`src/rtl/serial_add_eight_pkg.sv`:
```
// Shared types and constants for the bit-serial adder.
// State enum is also exported on the top's debug port.
package serial_add_eight_pkg;

  localparam int DEFAULT_WIDTH = 8;

  typedef enum logic [1:0] {
    IDLE = 2'd0,
    RUN  = 2'd1,
    DONE = 2'd2
  } state_t;

endpackage

```
`src/rtl/serial_add_eight_if.sv`:
```
// Sequencer <-> serial adder bundle.
// start is sampled only while the adder is idle; done pulses one cycle when the result is valid.
interface serial_add_eight_if #(
  parameter int WIDTH = serial_add_eight_pkg::DEFAULT_WIDTH
);

  logic             start;
  logic [WIDTH-1:0] d0;
  logic [WIDTH-1:0] d1;
  logic             cIn;
  logic             enable;
  logic             busy;
  logic             done;
  logic             cOut;
  logic             ovf;
  logic [WIDTH-1:0] dOut;

  modport master (
    output start, d0, d1, cIn, enable,
    input  busy, done, cOut, ovf, dOut
  );

  modport slave (
    input  start, d0, d1, cIn, enable,
    output busy, done, cOut, ovf, dOut
  );

endinterface

```
`src/rtl/serial_add_eight_full_adder_cell.sv`:
```
// Single full-adder bit slice, reused by the serial adder on every RUN cycle.
module full_adder_cell (
  input  logic a,
  input  logic b,
  input  logic cIn,
  output logic sum,
  output logic cOut
);

  assign sum  = a ^ b ^ cIn;
  assign cOut = (a & b) | (a & cIn) | (b & cIn);

endmodule

```
`src/rtl/serial_add_eight.sv`:
```
// Bit-serial ripple adder: d0 + d1 + cIn, one bit per clock, LSB first.
// Result, carry-out and overflow hold until the next accepted start's first RUN cycle.
module serial_add_eight
  import serial_add_eight_pkg::*;
#(
  parameter int WIDTH = DEFAULT_WIDTH
) (
  input  logic                   clk,
  input  logic                   rst_n,
  serial_add_eight_if.slave      bus,
  output state_t                 dbgState
);

  localparam int             CW   = $clog2(WIDTH);
  localparam logic [CW-1:0]  LAST = CW'(WIDTH - 1);

  state_t           state;
  logic [WIDTH-1:0] opA;
  logic [WIDTH-1:0] opB;
  logic [WIDTH-1:0] result;
  logic             carry;
  logic [CW-1:0]    count;
  logic             cOutR;
  logic             ovfR;
  logic             busyR;
  logic             doneR;
  logic             faSum;
  logic             faCarry;

  full_adder_cell u_cell (
    .a    (opA[0]),
    .b    (opB[0]),
    .cIn  (carry),
    .sum  (faSum),
    .cOut (faCarry)
  );

  always_ff @(posedge clk or negedge rst_n) begin
    if (!rst_n) begin
      state  <= IDLE;
      opA    <= '0;
      opB    <= '0;
      result <= '0;
      carry  <= 1'b0;
      count  <= '0;
      cOutR  <= 1'b0;
      ovfR   <= 1'b0;
      busyR  <= 1'b0;
      doneR  <= 1'b0;
    end else begin
      case (state)
        IDLE: begin
          if (bus.start) begin
            opA   <= bus.d0;
            opB   <= bus.d1;
            carry <= bus.cIn;
            count <= '0;
            busyR <= 1'b1;
            state <= RUN;
          end
        end
        RUN: begin
          result <= {faSum, result[WIDTH-1:1]};
          opA    <= opA >> 1;
          opB    <= opB >> 1;
          carry  <= faCarry;
          count  <= count + 1'b1;
          if (count == LAST) begin
            // carry here is the carry into the MSB, faCarry the carry out of it
            cOutR <= faCarry;
            ovfR  <= carry ^ faCarry;
            busyR <= 1'b0;
            doneR <= 1'b1;
            state <= DONE;
          end
        end
        DONE: begin
          doneR <= 1'b0;
          state <= IDLE;
        end
        default: begin
          busyR <= 1'b0;
          doneR <= 1'b0;
          state <= IDLE;
        end
      endcase
    end
  end

  assign bus.busy = busyR;
  assign bus.done = doneR;
  assign bus.cOut = cOutR;
  assign bus.ovf  = ovfR;
  assign bus.dOut = result & {WIDTH{bus.enable}};
  assign dbgState = state;

endmodule

```
`src/flat_wrapper.sv`:
```
// flat-port wrapper written by rule: the top's interface ports become plain ports
module serial_add_eight_flat import serial_add_eight_pkg::*;
#(
  parameter int WIDTH = DEFAULT_WIDTH
)
  (clk, rst_n, dbgState, bus_start, bus_d0, bus_d1, bus_cIn, bus_enable, bus_busy, bus_done, bus_cOut, bus_ovf, bus_dOut);
  serial_add_eight_if #(.WIDTH(WIDTH)) bus_i ();
  input  logic clk;
  input  logic rst_n;
  output state_t dbgState;
  input wire logic [$bits(bus_i.start)-1:0] bus_start;
  input wire logic [$bits(bus_i.d0)-1:0] bus_d0;
  input wire logic [$bits(bus_i.d1)-1:0] bus_d1;
  input wire logic [$bits(bus_i.cIn)-1:0] bus_cIn;
  input wire logic [$bits(bus_i.enable)-1:0] bus_enable;
  output wire logic [$bits(bus_i.busy)-1:0] bus_busy;
  output wire logic [$bits(bus_i.done)-1:0] bus_done;
  output wire logic [$bits(bus_i.cOut)-1:0] bus_cOut;
  output wire logic [$bits(bus_i.ovf)-1:0] bus_ovf;
  output wire logic [$bits(bus_i.dOut)-1:0] bus_dOut;
  assign bus_i.start = bus_start;
  assign bus_i.d0 = bus_d0;
  assign bus_i.d1 = bus_d1;
  assign bus_i.cIn = bus_cIn;
  assign bus_i.enable = bus_enable;
  assign bus_busy = bus_i.busy;
  assign bus_done = bus_i.done;
  assign bus_cOut = bus_i.cOut;
  assign bus_ovf = bus_i.ovf;
  assign bus_dOut = bus_i.dOut;
  serial_add_eight #(.WIDTH(WIDTH)) u_core (.clk(clk), .rst_n(rst_n), .bus(bus_i), .dbgState(dbgState));
endmodule
```
`config.mk`:
```
export PLATFORM = sky130hd
export DESIGN_NAME = serial_add_eight_flat
export DESIGN_NICKNAME = d
export VERILOG_FILES = /design/src/rtl/serial_add_eight_pkg.sv /design/src/rtl/serial_add_eight_if.sv /design/src/rtl/serial_add_eight_full_adder_cell.sv /design/src/rtl/serial_add_eight.sv /design/src/flat_wrapper.sv
export SDC_FILE = /design/constraint.sdc
export NUM_CORES = 1
export LEC_CHECK = 0
export CORE_MARGIN = 2
export CORE_UTILIZATION = 35
export CTS_CLUSTER_DIAMETER = 80
export DETAILED_ROUTE_END_ITERATION = 7
export SETUP_SLACK_MARGIN = 0.1
export SYNTH_ARGS = -nofsm -noshare
export SYNTH_HDL_FRONTEND = slang
export SYNTH_HIERARCHICAL = 1
export SYNTH_SLANG_ARGS = --single-unit
```
`constraint.sdc`:
```
create_clock -name clk -period 1.7 [get_ports clk]
set_input_delay 0.34 -clock clk [delete_from_list [all_inputs] [get_ports clk]]
set_output_delay 0.34 -clock clk [all_outputs]
set_load 0.02 [all_outputs]
```
==> metrics <==
status finished clean; CTS tree done; Worst-Skew Late Latency between 0.2 and 0.3 ns; ant diodes 0; critical path class reg -> out; Finished Layout Cells 239; gpl congestion a little under 0.8; Post-layout nets 210; max cap viols 0; Routed Wire Length 3.30 mm; min cycle time layout around 1.5 ns; Worst Skew around 0.0085 ns; VDD IR-drop max around 0.96 mV; Avg Synthesized Cell Area 10.6 um^2; Worst Path Max Fanout 3; Die W between 70 and 80 um; initial core utilization 0.360; synthesis-to-layout area growth 30.4%; layout cell share with drive strength beyond 1 0.134; drt pass-1 iters 4; Min-Delay Path Class in -> async; Gate Count Post-Synth ~150; # DRC 0; Max Freq approximately 670 MHz; Fin. Hold Viols 0; Global Route Usage Sum 0.149; Lkg Pwr roughly 0.92 nW; Tcrit/Tclk final 0.882; flops & latches, synth 34; clock tree buffer depth 2; TNS Setup 0 ns; number of enable flip-flop cells after synthesis 0; post-synth cell types 29; DP HPWL 2.40 mm; antenna violations before repair 0; core area 4320 um^2; hold slack final about 0.46 ns; total gr overflow 0; ANT nets after route 0; io pins 35; placed inst area just under 2000 um^2; max-slew violations 0; Worst-Margin Slew approximately 0.43 ns; RSZ-0062 raised after global routing false; CP startpoint kind flop; die area about 5000 um^2; Port Buffers 34; yosys warns 6; pre-CTS WS -0.297 ns; design area 2030 um^2; largest net degree at the start of global routing 35; Die Y about 71 um; row count 24; final core utilization 0.470; mapped cell area ~1600 um^2; via count between 1000 and 1500; syn_nets about 170; number of global-route vias before repair 1249; relative slew slack 0.715; most common cell after layout, fill and taps aside dfrtp_1; top_reg_cell synth dfrtp_1; most frequent cells in the layout dfrtp_1 (34), nand2_1 (27), clkdlybuf4s50_1 (19); Sink Count 34; Pwr per Cell Area between 1500 and 2000 nW/um^2; H-Tree Depth 2; Clk Tree Root Cell clkbuf_8; first-pass GRT wire length between 5 and 6 mm; postcts setup bufs 0; Seq/Total Area, Yosys 0.546; Num CTS Buffers 5; Pwr Total 3.57 mW; Clk pin slew, worst setup/hold paths around 0.070 ns; required time worst endpoint roughly 1.4 ns; crit path DAT roughly 1.2 ns; final worst slack 0.200 ns; dpl cells about 230; Vias/cell 5.04; Synth async-reset ratio 1.00; Avg WL per Cell about 14 um; initial DRC count 43; type of destination of the critical path output port; Setup Viol. Count Final 0
==> kinds of logic after synthesis <==
group,after synthesis,synth area share
AOI/OAI and AO/OA,39,0.174
muxes,1,0.00723
adders and majority gates,3,0.0289
xor gates and xnor gates,1,0.00562
buffers and inverters,11,0.0522
and+or+nand+nor,58,0.186
DFF,34,0.546
==> repair_timing <==
action                                  CTS  global route
hold buffers                              0             0
endpoints found under the setup margin   14             0
gates resized for setup                  17             0
==> final cells by class <==
| type | instances | area (um^2) |
|---|---|---|
| inverters | 3 | 11.3 |
| flip-flops and latches | 34 | 851 |
| clock buffers | 5 | 68.8 |
| fillers | 424 | 2290 |
| clock inverters | 3 | 40.0 |
| well taps | 52 | 65.1 |
| repair buffers | 40 | 369 |
| multi-input cells | 102 | 626 |
==> state kept, by name (all words and copies together), names as in the netlist, 2 cells and up <==
name and flops:
u_core/opB 8, u_core/result 8, u_core/opA 8, u_core/count 3, u_core/dbgState 2
==> layer usage <==
metal	up-vias	share of wire	track usage
met5	-	0	0
met2	37	0.49	0.246
met1	575	0.44	0.186
met3	6	0.055	0.0513
li1	587	-	-
met4	0	0.014	0.0440
==> power breakdown <==
group          internal, mW  leakage (nW)  total (mW)  switching, mW
sequential             1.18         0.404        1.42          0.241
combinational         0.660         0.463        1.42          0.760
clock                 0.431        0.0579       0.727          0.296
total                  2.27         0.924        3.57           1.30
==> worst max-delay path, cell delays in order, from the launching register on <==
cell and delay (ns):
dfrtp_1 0.40, and2_1 0.16, dlygate4sd2_1 0.31
==> cells in the mapped netlist (2+ instances only) <==
master | n | area (um^2)
dfrtp_1 | 34 | 851
nand2_1 | 27 | 101
a21oi_1 | 14 | 70.1
nor2_1 | 13 | 48.8
o22ai_1 | 10 | 62.6
and2_1 | 8 | 50.1
nand3b_1 | 5 | 37.5
o221a_2 | 5 | 56.3
buf_6 | 4 | 45.0
o21ai_0 | 3 | 15.0
a22o_1 | 2 | 17.5
buf_2 | 2 | 10.0
buf_4 | 2 | 15.0
ha_1 | 2 | 25.0
inv_1 | 2 | 7.51
==> final timing paths <==
check | start | to | slack (ns) | depth (start not counted)
max reg2reg | u_core/count[0] | u_core/bus.cOut | 0.29 | 5
min in group clk | u_core/result[0] | u_core/result[0] | 0.50 | 2
min reg2reg | u_core/result[0] | u_core/result[0] | 0.50 | 2
max in group asynchronous | rst_n | u_core/opB[1] | 0.93 | 2
max | u_core/result[4] | bus_dOut[4] | 0.20 | 2
min | rst_n | u_core/result[3] | 0.46 | 2
Note: power is estimated with default switching activity, not from simulation.
